File: src/rtl/jk_sync_updown_counter.sv
// -----------------------------------------------------------------------------
// jk_sync_updown_counter
//
// Purpose:
//   Synchronous up/down binary counter built as an array of JK stages. Every
//   bit behaves like a JK flip-flop: J=K=1 toggles, J=K=0 holds, and a
//   parallel load is expressed as J=d, K=~d. The counter produces a
//   combinational terminal-count flag and a registered one-cycle wrap pulse.
//
// Optional feature (compile-time macro JK_CNT_MODULUS_EN):
//   When defined, the count range is 0..MODULUS-1. The toggle pattern is
//   overridden at the wrap points so every bit lands on the target value in a
//   single edge, and loads of d >= MODULUS are clamped to MODULUS-1.
//   When undefined, the full 0..2^WIDTH-1 range is used and MODULUS is ignored.
//
// Parameters:
//   WIDTH    number of counter bits / JK stages (2..16)
//   MODULUS  count modulus, only meaningful with JK_CNT_MODULUS_EN (2..2^WIDTH)
//
// Ports:
//   clk   in   rising-edge clock
//   rst   in   asynchronous active-high reset (q = 0, wrap = 0)
//   en    in   count enable
//   up    in   direction, 1 = increment, 0 = decrement
//   load  in   synchronous parallel load, highest priority
//   d     in   parallel load value [WIDTH-1:0]
//   q     out  registered count [WIDTH-1:0]
//   tc    out  terminal count, combinational from q/en/up/load
//   wrap  out  registered pulse, high in the cycle q shows the wrapped value
// -----------------------------------------------------------------------------
module jk_sync_updown_counter #(
   parameter int WIDTH   = 4,
   parameter int MODULUS = 10
) (
   input  logic             clk,
   input  logic             rst,
   input  logic             en,
   input  logic             up,
   input  logic             load,
   input  logic [WIDTH-1:0] d,
   output logic [WIDTH-1:0] q,
   output logic             tc,
   output logic             wrap
);

`ifdef JK_CNT_MODULUS_EN
   localparam logic [WIDTH-1:0] MaxCount    = WIDTH'(MODULUS - 1);
   localparam logic [WIDTH:0]   ModulusWide = (WIDTH + 1)'(MODULUS);
`else
   localparam logic [WIDTH-1:0] MaxCount    = '1;
`endif

   // Elaboration-time range guard: an illegal parameter set shows up as the
   // marker scope g_illegalParams in the elaborated hierarchy.
   if (WIDTH < 2 || WIDTH > 16 || MODULUS < 2 || MODULUS > (1 << WIDTH)) begin : g_illegalParams
   end

   logic [WIDTH-1:0] r_q;
   logic             r_wrap;

   logic [WIDTH-1:0] w_onesBelow;
   logic [WIDTH-1:0] w_zerosBelow;
   logic [WIDTH-1:0] w_toggle;
   logic [WIDTH-1:0] w_loadVal;
   logic [WIDTH-1:0] w_j;
   logic [WIDTH-1:0] w_k;
   logic [WIDTH-1:0] w_next;
   logic             w_atMax;
   logic             w_atMin;
   logic             w_tc;

   assign w_atMax = (r_q == MaxCount);
   assign w_atMin = (r_q == '0);

   // Terminal count only when an enabled, non-load edge would wrap.
   assign w_tc = en & ~load & ((up & w_atMax) | (~up & w_atMin));

   // Ripple-style prefix of "all lower bits are ones / zeros" gives each
   // stage its toggle condition: carry for counting up, borrow for down.
   always_comb begin
      w_onesBelow     = '0;
      w_zerosBelow    = '0;
      w_onesBelow[0]  = 1'b1;
      w_zerosBelow[0] = 1'b1;
      for (int i = 1; i < WIDTH; i++) begin
         w_onesBelow[i]  = w_onesBelow[i-1]  & r_q[i-1];
         w_zerosBelow[i] = w_zerosBelow[i-1] & ~r_q[i-1];
      end
   end

   // Toggle vector feeding J=K of each stage. With a truncated modulus the
   // natural carry/borrow pattern does not reach 0 / MODULUS-1, so the wrap
   // points toggle exactly the bits that differ from the target value.
   always_comb begin
      w_toggle = '0;
      if (en) begin
         w_toggle = up ? w_onesBelow : w_zerosBelow;
`ifdef JK_CNT_MODULUS_EN
         if (up && w_atMax) begin
            w_toggle = r_q;
         end else if (!up && w_atMin) begin
            w_toggle = MaxCount;
         end
`endif
      end
   end

   // Load value, clamped into the legal range when a modulus is in force.
   always_comb begin
      w_loadVal = d;
`ifdef JK_CNT_MODULUS_EN
      if ({1'b0, d} >= ModulusWide) begin
         w_loadVal = MaxCount;
      end
`endif
   end

   // JK inputs per stage: load forces J=d/K=~d, otherwise J=K=toggle.
   // The characteristic equation Q+ = J&~Q | ~K&Q then gives the next state.
   always_comb begin
      w_j = w_toggle;
      w_k = w_toggle;
      if (load) begin
         w_j = w_loadVal;
         w_k = ~w_loadVal;
      end
      w_next = (w_j & ~r_q) | (~w_k & r_q);
   end

   // State registers; wrap simply records that the edge just taken was a
   // terminal-count edge, so it is high while q shows the wrapped value.
   always_ff @(posedge clk or posedge rst) begin
      if (rst) begin
         r_q    <= '0;
         r_wrap <= 1'b0;
      end else begin
         r_q    <= w_next;
         r_wrap <= w_tc;
      end
   end

   assign q    = r_q;
   assign tc   = w_tc;
   assign wrap = r_wrap;

endmodule

File: config.mk
export PLATFORM = sky130hd
export DESIGN_NAME = jk_sync_updown_counter
export DESIGN_NICKNAME = d
export VERILOG_FILES = /design/src/rtl/jk_sync_updown_counter.sv
export SDC_FILE = /design/constraint.sdc
export NUM_CORES = 1
export LEC_CHECK = 0
export BUFFER_PORTS_ARGS = -buffer_cell sky130_fd_sc_hd__buf_2
export CORE_AREA = 4 4 41 43
export DETAILED_ROUTE_END_ITERATION = 7
export DIE_AREA = 0 0 45 47
export PLACE_DENSITY_LB_ADDON = 0.3
export SLEW_MARGIN = 25
export SYNTH_ARGS = -nofsm -noshare
export SYNTH_HDL_FRONTEND = slang
export SYNTH_SLANG_ARGS = --single-unit
File: constraint.sdc
create_clock -name clk -period 1.8 [get_ports clk]
set_input_delay 0.18 -clock clk [delete_from_list [all_inputs] [get_ports clk]]
set_output_delay 0.18 -clock clk [all_outputs]
set_load 0.01 [all_outputs]
== Word-level counts from Yosys, hierarchy flattened ==
Cells that the tools add are included.
Word-level totals
  register bits: 5
  input bits: 9
  output and inout port bits: 6
  word-level logic and storage cells: 28
Cells by class
  equality and inequality tests: 1
  mux-type cells: 4
  bitwise gates (word level): 20
  reduce and logical (&&, ||, !) cells: 1
Operator list (number)
  $mux 4: 4
  $not 4->4: 3
  $and 1x1->1: 8
  $and 4x4->4: 2
  $not 1->1: 5
  $eq 4x4->1 const B: 1
  $logic_not 4->1: 1
  $or 4x4->4: 1
  $or 1x1->1: 1

== Logic depth before layout (Yosys ltp) ==
Gate-level depths: netlist of the first run.
  word-level depth: 9
  mapped depth: 4
  mapped depth without buffers: 3

== Least setup slack after synthesis of the first run ==
OpenSTA, ideal clock, no wires.
  kind: reg2reg
  start point: register r_q[0], in the netlist q[0]
  end point: register r_q[2], in the netlist q[2]
  library setup time: 0.124 ns
  data arrival time: 1.440 ns
  required time: 1.676 ns
  setup slack: 0.236 ns
  cell stages (with the launch flop): 4
  buffers on the path: 0
  clock period less this slack: 1.564 ns
  cells stage by stage: dfrtp_1 or4b_1 and3_1 o31a_1
On the way
  cells in the longest elaborated chain, start to end: 8
  elaborated cells on any way between the ends: 11
  those cells by class: mux (4); bitwise (7)
RTL lines
  from (decl): RTL line 58  | logic [WIDTH-1:0] r_q;
  from (signal assigned): RTL line 137  | r_q <= w_next;
  $not 1->1: RTL line 87  | w_zerosBelow[i] = w_zerosBelow[i-1] & ~r_q[i-1];
  $and 1x1->1: RTL line 87
  $mux 4 *: RTL line 97  | w_toggle = up ? w_onesBelow : w_zerosBelow;
  $mux 4 *: RTL line 96  | if (en) begin
  $mux 4: RTL line 123  | if (load) begin
  $not 4->4: RTL line 127  | w_next = (w_j & ~r_q) | (~w_k & r_q);
  $and 4x4->4: RTL line 127
  $or 4x4->4 *: RTL line 127
  named net w_next[2]: RTL line 67  | logic [WIDTH-1:0] w_next;
Mark *: on every way through the listed nets, which the timed path passes. The rest lies on a longest branch.

== Worst setup path after layout of the first run ==
  start point: register r_q[2], in the netlist q[2]
  end point: output tc
On the way
  cells in the longest elaborated chain, start to end: 4
  elaborated cells on any way between the ends: 6
  those cells by class: eq/ne (1); bitwise (4); reduce/logical (1)
RTL lines
  $eq 4x4->1 / $logic_not 4->1 (equally long branches): RTL line 72, 73
  $and 1x1->1: RTL line 76  | assign w_tc = en & ~load & ((up & w_atMax) | (~up & w_atMin));
  $or 1x1->1 *: RTL line 76
  $and 1x1->1 *: RTL line 76
  to (decl): RTL line 42  | output logic tc,
Every way passes the cells marked *; elsewhere a longest branch is shown, timed or not.

==> flow_summary.yaml, run 1 <==
run_status:
  outcome: "completed"
clock_network:
  cts_setup_buffers: 0
  cts_made_buffers: 3
  clk_pin_slew_worst_paths_ns: 0.04
  ctsHtreeMaxLevel: 1
  cts.sinks: 5
  clock_path_buffers: 2
  root_buffer: "clkbuf_4"
  cts_tree: "built"
  insertion_delay_ns: 0.24
setup_path:
  worstPathArrival_ns: 1.42
  path_class: "register to output port"
  critPathRequiredTime_ns: 1.62
  start_kind: "register"
  path_max_fanout: 5
  end_kind: "output port"
floorplanning:
  core_area_um2: 1300
  dieArea_um2: 2120
  start_util: 0.238
  die_y_um: 47
  ios: 15
  rows: 13
  die_w_um: 45
global_route:
  track_usage: 0.0967
  antenna_found_initial: 0
  grt_max_degree: 13
  top_usage_layer: "met2"
  use_met2: 0.147
  met3_usage: 0.0690
  grtUsageMet1: 0.112
  overflow: 0
  grt_pass1_wl_um: 1370
  first_global_vias: 302
logic_synthesis:
  syn-num-nets: 44
  yosys.area.top_type_share: 0.403
  ys_seq_area_frac: 0.403
  synth_top_cell_by_area: "dfrtp_1"
  syn_inst: 35
  ys_ff_latch: 5
  avgSynthCellArea_um2: 8.87
  synth.area.top_cells: "dfrtp_1 40%, xnor2_1 5.6%, nand3_1 4.8%"
  netlist_area_um2: 310
  synth_cell_types: 23
  synth_warnings: 0
timing:
  slew_headroom: 0.840
  hold_viol: 0
  grt_setup_unrepaired: "no"
  fin_crit_ns: 1.60
  whs_ns: 0.148
  fin_crit_sh: 0.888
  setup_viol: 0
  final_max_slew_viol_count: 0
  clock_skew_ns: 0.00277
  final.setup.tns_ns: 0
  max_freq_ghz: 0.625
  tightest_slew_ns: 0.240
layout:
  syn_to_final_growth_pct: 42.7
  diodes: 0
  fin_util: 0.340
  drive_gt1_frac: 0.404
  n_fill_cell: 155
  nNetsFinal: 62
pwr:
  p_leak_nw: 0.203
  power_mw: 0.360
  p_per_area_nw_per_um2: 813
  ir_drop_uv: 436
routing:
  first_pass_iters: 4
  wl_per_cell_um: 11.5
  drc: 0
  drtIter0Drc: 8
  ant_nets: 0
  viasPerCell: 4.75
  via_count: 318
  routed_wl_um: 770
placed_design:
  place.gp.congestion: 0.738
  dp_hpwl_um: 547
  port_buffers: 14
run:
  cap_violations: 0
worst_hold_path:
  hp-class: "primary input to register"
[layer usage]
metal / share of wire / up-vias
li1: - / 162
met1: 0.42 / 145
met2: 0.47 / 11
met3: 0.11 / 0
met4: 0 / 0
met5: 0 / -
[logic make-up (layout without fill, tap and decap cells)]
family / Yosys count / after routing / share of synthesized area
AO/OA/AOI/OAI: 7 / 7 / 0.145
XOR/XNOR: 3 / 3 / 0.0847
buffers and inverters: 4 / 21 / 0.0524
flip-flops: 5 / 5 / 0.403
AND/OR/NAND/NOR: 16 / 16 / 0.315
[sequential cells by signal (all words and copies together) (netlist names)]
name	flops
q	4
wrap	1
[report_power, final]
group / leakage (nW) / switching (mW) / internal, mW
Sequential: 0.0599 / 0.0231 / 0.126
Clock: 0.0150 / 0.0459 / 0.0838
Combinational: 0.128 / 0.0394 / 0.0422
[critical path: stages (launching register included)]
cell	delay [ns]
dfrtp_1	0.43
nor4_4	0.29
o21ai_0	0.10
nor3_1	0.18
buf_2	0.17
[placed cells by master (no fill, tap or decap)]
master,n
buf_2,14
dfrtp_1,4
o21ai_0,3
nand3_1,3
clkbuf_4,3
xnor2_1,2
nand2_1,2
inv_1,2
nor2_1,2
nand4_1,1
or4b_1,1
and3_1,1
a21oi_1,1
nand2b_1,1
o31a_1,1
a211o_1,1
and4_2,1
nor4_4,1
nor3b_1,1
or4b_2,1
a22oi_1,1
xor2_1,1
nor3_1,1
clkbuf_1,1
dlygate4sd3_1,1
dfrtp_2,1
[synth_stat cells (all sizes together)]
library cell  instances
a211o                 1
a21oi                 1
a22oi                 1
and3                  1
and4                  1
buf                   1
clkbuf                1
dfrtp                 5
inv                   2
nand2                 2
nand2b                1
nand3                 3
nand4                 1
nor2                  2
nor3                  1
nor3b                 1
nor4                  1
o21ai                 3
o31a                  1
or4b                  2
xnor2                 2
xor2                  1
[per-stage QoR]
| step | setup WS [ns] | instances | cell area (um^2) |
|---|---|---|---|
| after global placement | 0.256 | 62 | 390 |
| after detailed placement | 0.231 | 62 | 390 |
| after global routing | 0.00309 | 67 | 443 |
| after floorplan | 0.236 | 35 | 310 |
| final | 0.201 | 67 | 443 |
| after CTS | 0.0407 | 67 | 433 |
[layout make-up]
| type | count | area [um^2] | share of cell area |
|---|---|---|---|
| clock buffer | 4 | 26.3 | 0.0593 |
| multi-input combinational | 26 | 184 | 0.415 |
| tap | 15 | 18.8 | 0.0424 |
| sequential | 5 | 126 | 0.285 |
| timing repair buffer | 15 | 80.1 | 0.181 |
| inverter | 2 | 7.51 | 0.0169 |
[final timing paths]
check                      start    to  slack (ns)  depth (start not counted)
setup / recovery            q[2]    tc        0.20                          4
hold / removal              d[0]  q[0]        0.15                          3
setup reg to reg            q[0]  q[2]        0.22                          3
hold reg to reg             q[3]  q[3]        0.61                          2
max in group asynchronous    rst  q[0]        1.19                          3
min in group asynchronous    rst  wrap        0.41                          3
[what timing repair did]
item	CTS	global route
endpoints found under the setup margin	1	1
hold endpoints to repair	5	0
gates resized for setup	1	2
hold buffers	1	0
pin swaps	0	2
No activity file was read; power rests on OpenSTA's default activity.
==> run 2: changes to the inputs <==
--- a/config.mk
+++ b/config.mk
@@ -5,6 +5,7 @@
 export SDC_FILE = /design/constraint.sdc
 export NUM_CORES = 1
 export LEC_CHECK = 0
+export ABC_AREA = 1
 export BUFFER_PORTS_ARGS = -buffer_cell sky130_fd_sc_hd__buf_2
 export CORE_AREA = 4 4 41 43
 export DETAILED_ROUTE_END_ITERATION = 7
==> flow_summary.yaml, run 2 <==
logic_synthesis:
  yosys.area.top_type_share: 0.415
  syn-num-nets: 53
  synth_warnings: 0
  synth.area.top_cells: "dfrtp_1 41%, nand2_1 17%, nand3_1 12%"
  syn_inst: 44
  ys.flop_type: "dfrtp_1"
  synth_cell_types: 12
  netlist_area_um2: 302
  ys_async_sr_fraction: 1.00
  avgSynthCellArea_um2: 6.85
  synth_most_common_cell: "nand2_1"
  ys_ff_latch: 5
  synthTopCellsByCount: "14 x nand2_1, 7 x nand3_1, 6 x inv_1, 5 x dfrtp_1, 3 x nor2_1"
  synth_top_cell_by_area: "dfrtp_1"
  ys_seq_area_frac: 0.415
  synth-edff-count: 0
layout:
  syn_to_final_growth_pct: 41.5
  nNetsFinal: 73
  final_cell_mix: "14 x nand2_1, 14 x buf_2, 7 x nand3_1"
  diodes: 0
  regArea_um2: 125
  n_fill_cell: 143
  instances_no_fill: 78
  multi_input_area_um2: 150
  drive_gt1_frac: 0.333
  largest_reg_flops: 4
routing:
  drc: 0
  ant_nets: 0
  via_count: 305
  drtIter0Drc: 2
  wl_per_cell_um: 8.24
  routed_wl_um: 643
  first_pass_iters: 2
  viasPerCell: 3.91
clock_network:
  cts_tree: "built"
  ctsHoldBuffers: 1
  cts_setup_buffers: 0
  cts_made_buffers: 3
  clock_path_buffers: 2
  cts.sinks: 5
  ctsResizeCount: 0
  insertion_delay_ns: 0.24
  clk_pin_slew_worst_paths_ns: 0.04
  ctsHtreeMaxLevel: 1
  root_buffer: "clkbuf_4"
timing:
  grt_setup_unrepaired: "no"
  tightest_slew_ns: 0.188
  slew_headroom: 0.875
  max_freq_ghz: 0.702
  setup_viol: 0
  fin_crit_ns: 1.42
  setup_ws_ns: 0.375
  clock_skew_ns: 0.00528
  hold_viol: 0
  final.setup.tns_ns: 0
  fin_crit_sh: 0.792
  final_max_slew_viol_count: 0
floorplanning:
  die_y_um: 47
  dieArea_um2: 2120
  ios: 15
  die_w_um: 45
  core_area_um2: 1300
  rows: 13
  start_util: 0.232
global_route:
  grt_pass1_wl_um: 1020
  first_global_vias: 278
  antenna_found_initial: 0
  grt_max_degree: 7
  overflow: 0
  track_usage: 0.0707
setup_path:
  critPathRequiredTime_ns: 1.62
  end_kind: "output port"
  path_class: "register to output port"
  start_kind: "register"
  path_max_fanout: 5
  worstPathArrival_ns: 1.24
pwr:
  p_per_area_nw_per_um2: 819
  p_leak_nw: 0.248
  ir_drop_uv: 323
placed_design:
  place_ws_ns: 0.605
  port_buffers: 14
  place.gp.congestion: 0.745
  dpl.cell_count: 73
run:
  cap_violations: 0
worst_hold_path:
  hp-class: "primary input to register"
run_status:
  outcome: "completed"
[run 2: changes by cell type in the layout (fill, tap and decap cells not counted), sizes merged, moves of 2 or more]
cell / delta
nor2: +2
or4b: -2
o21ai: -2
inv: +5
nand3: +4
nand2: +14
[run 2: layout make-up]
type	instances	share of cell area
flip-flops and latches	5	0.293
well taps	15	0.0440
repair buffers	15	0.188
clock buffers	4	0.0616
inverters	7	0.0616
multi-input cells	32	0.352
[run 2: cell families after synthesis]
| kind of cell | Yosys count | share of synthesized area |
|---|---|---|
| buffers and inverters | 7 | 0.0871 |
| xor gates and xnor gates | 2 | 0.0581 |
| DFF | 5 | 0.415 |
| and+or+nand+nor | 27 | 0.390 |
| AOI/OAI and AO/OA | 3 | 0.0498 |
[run 2: routing by layer]
| layer | global-route usage | share of wire |
|---|---|---|
| met1 | 0.0785 | 0.44 |
| met2 | 0.105 | 0.51 |
| met3 | 0.0115 | 0.053 |
| met4 | 0.0877 | 0 |
| met5 | 0 | 0 |
[run 2: worst paths after layout]
path                            startpoint  cells past startpoint  slack (ns)    to
worst max-delay path                  q[0]                      6        0.38    tc
worst min-delay path                  d[2]                      3        0.14  q[2]
worst max register to register        q[0]                      6        0.80  q[3]
worst min register to register        q[0]                      2        0.63  q[0]
max in group asynchronous              rst                      3        1.25  q[0]
min in group asynchronous              rst                      3        0.38  wrap
[run 2: power breakdown]
group	internal (mW)	switching (mW)	total (mW)
combinational	0.0366	0.0465	0.0831
sequential	0.125	0.0130	0.138
clock	0.0838	0.0450	0.129
[run 2: through the flow]
stage	power, mW	hold WS, ns	utilization	instance area, um^2
after floorplan	0.190	-0.0415	-	302
after global placement	0.221	0.0891	0.300	390
after detailed placement	0.222	0.0846	0.300	390
after CTS	0.356	0.129	0.328	427
after global routing	0.373	0.155	0.328	427
final	0.349	0.135	0.328	427
[run 2: worst max-delay path, cell delays in order (launching register included)]
cell	delay, ns
dfrtp_1	0.41
inv_1	0.09
nand3_1	0.06
nand2_1	0.11
nand2_1	0.08
nor2_1	0.11
buf_2	0.15
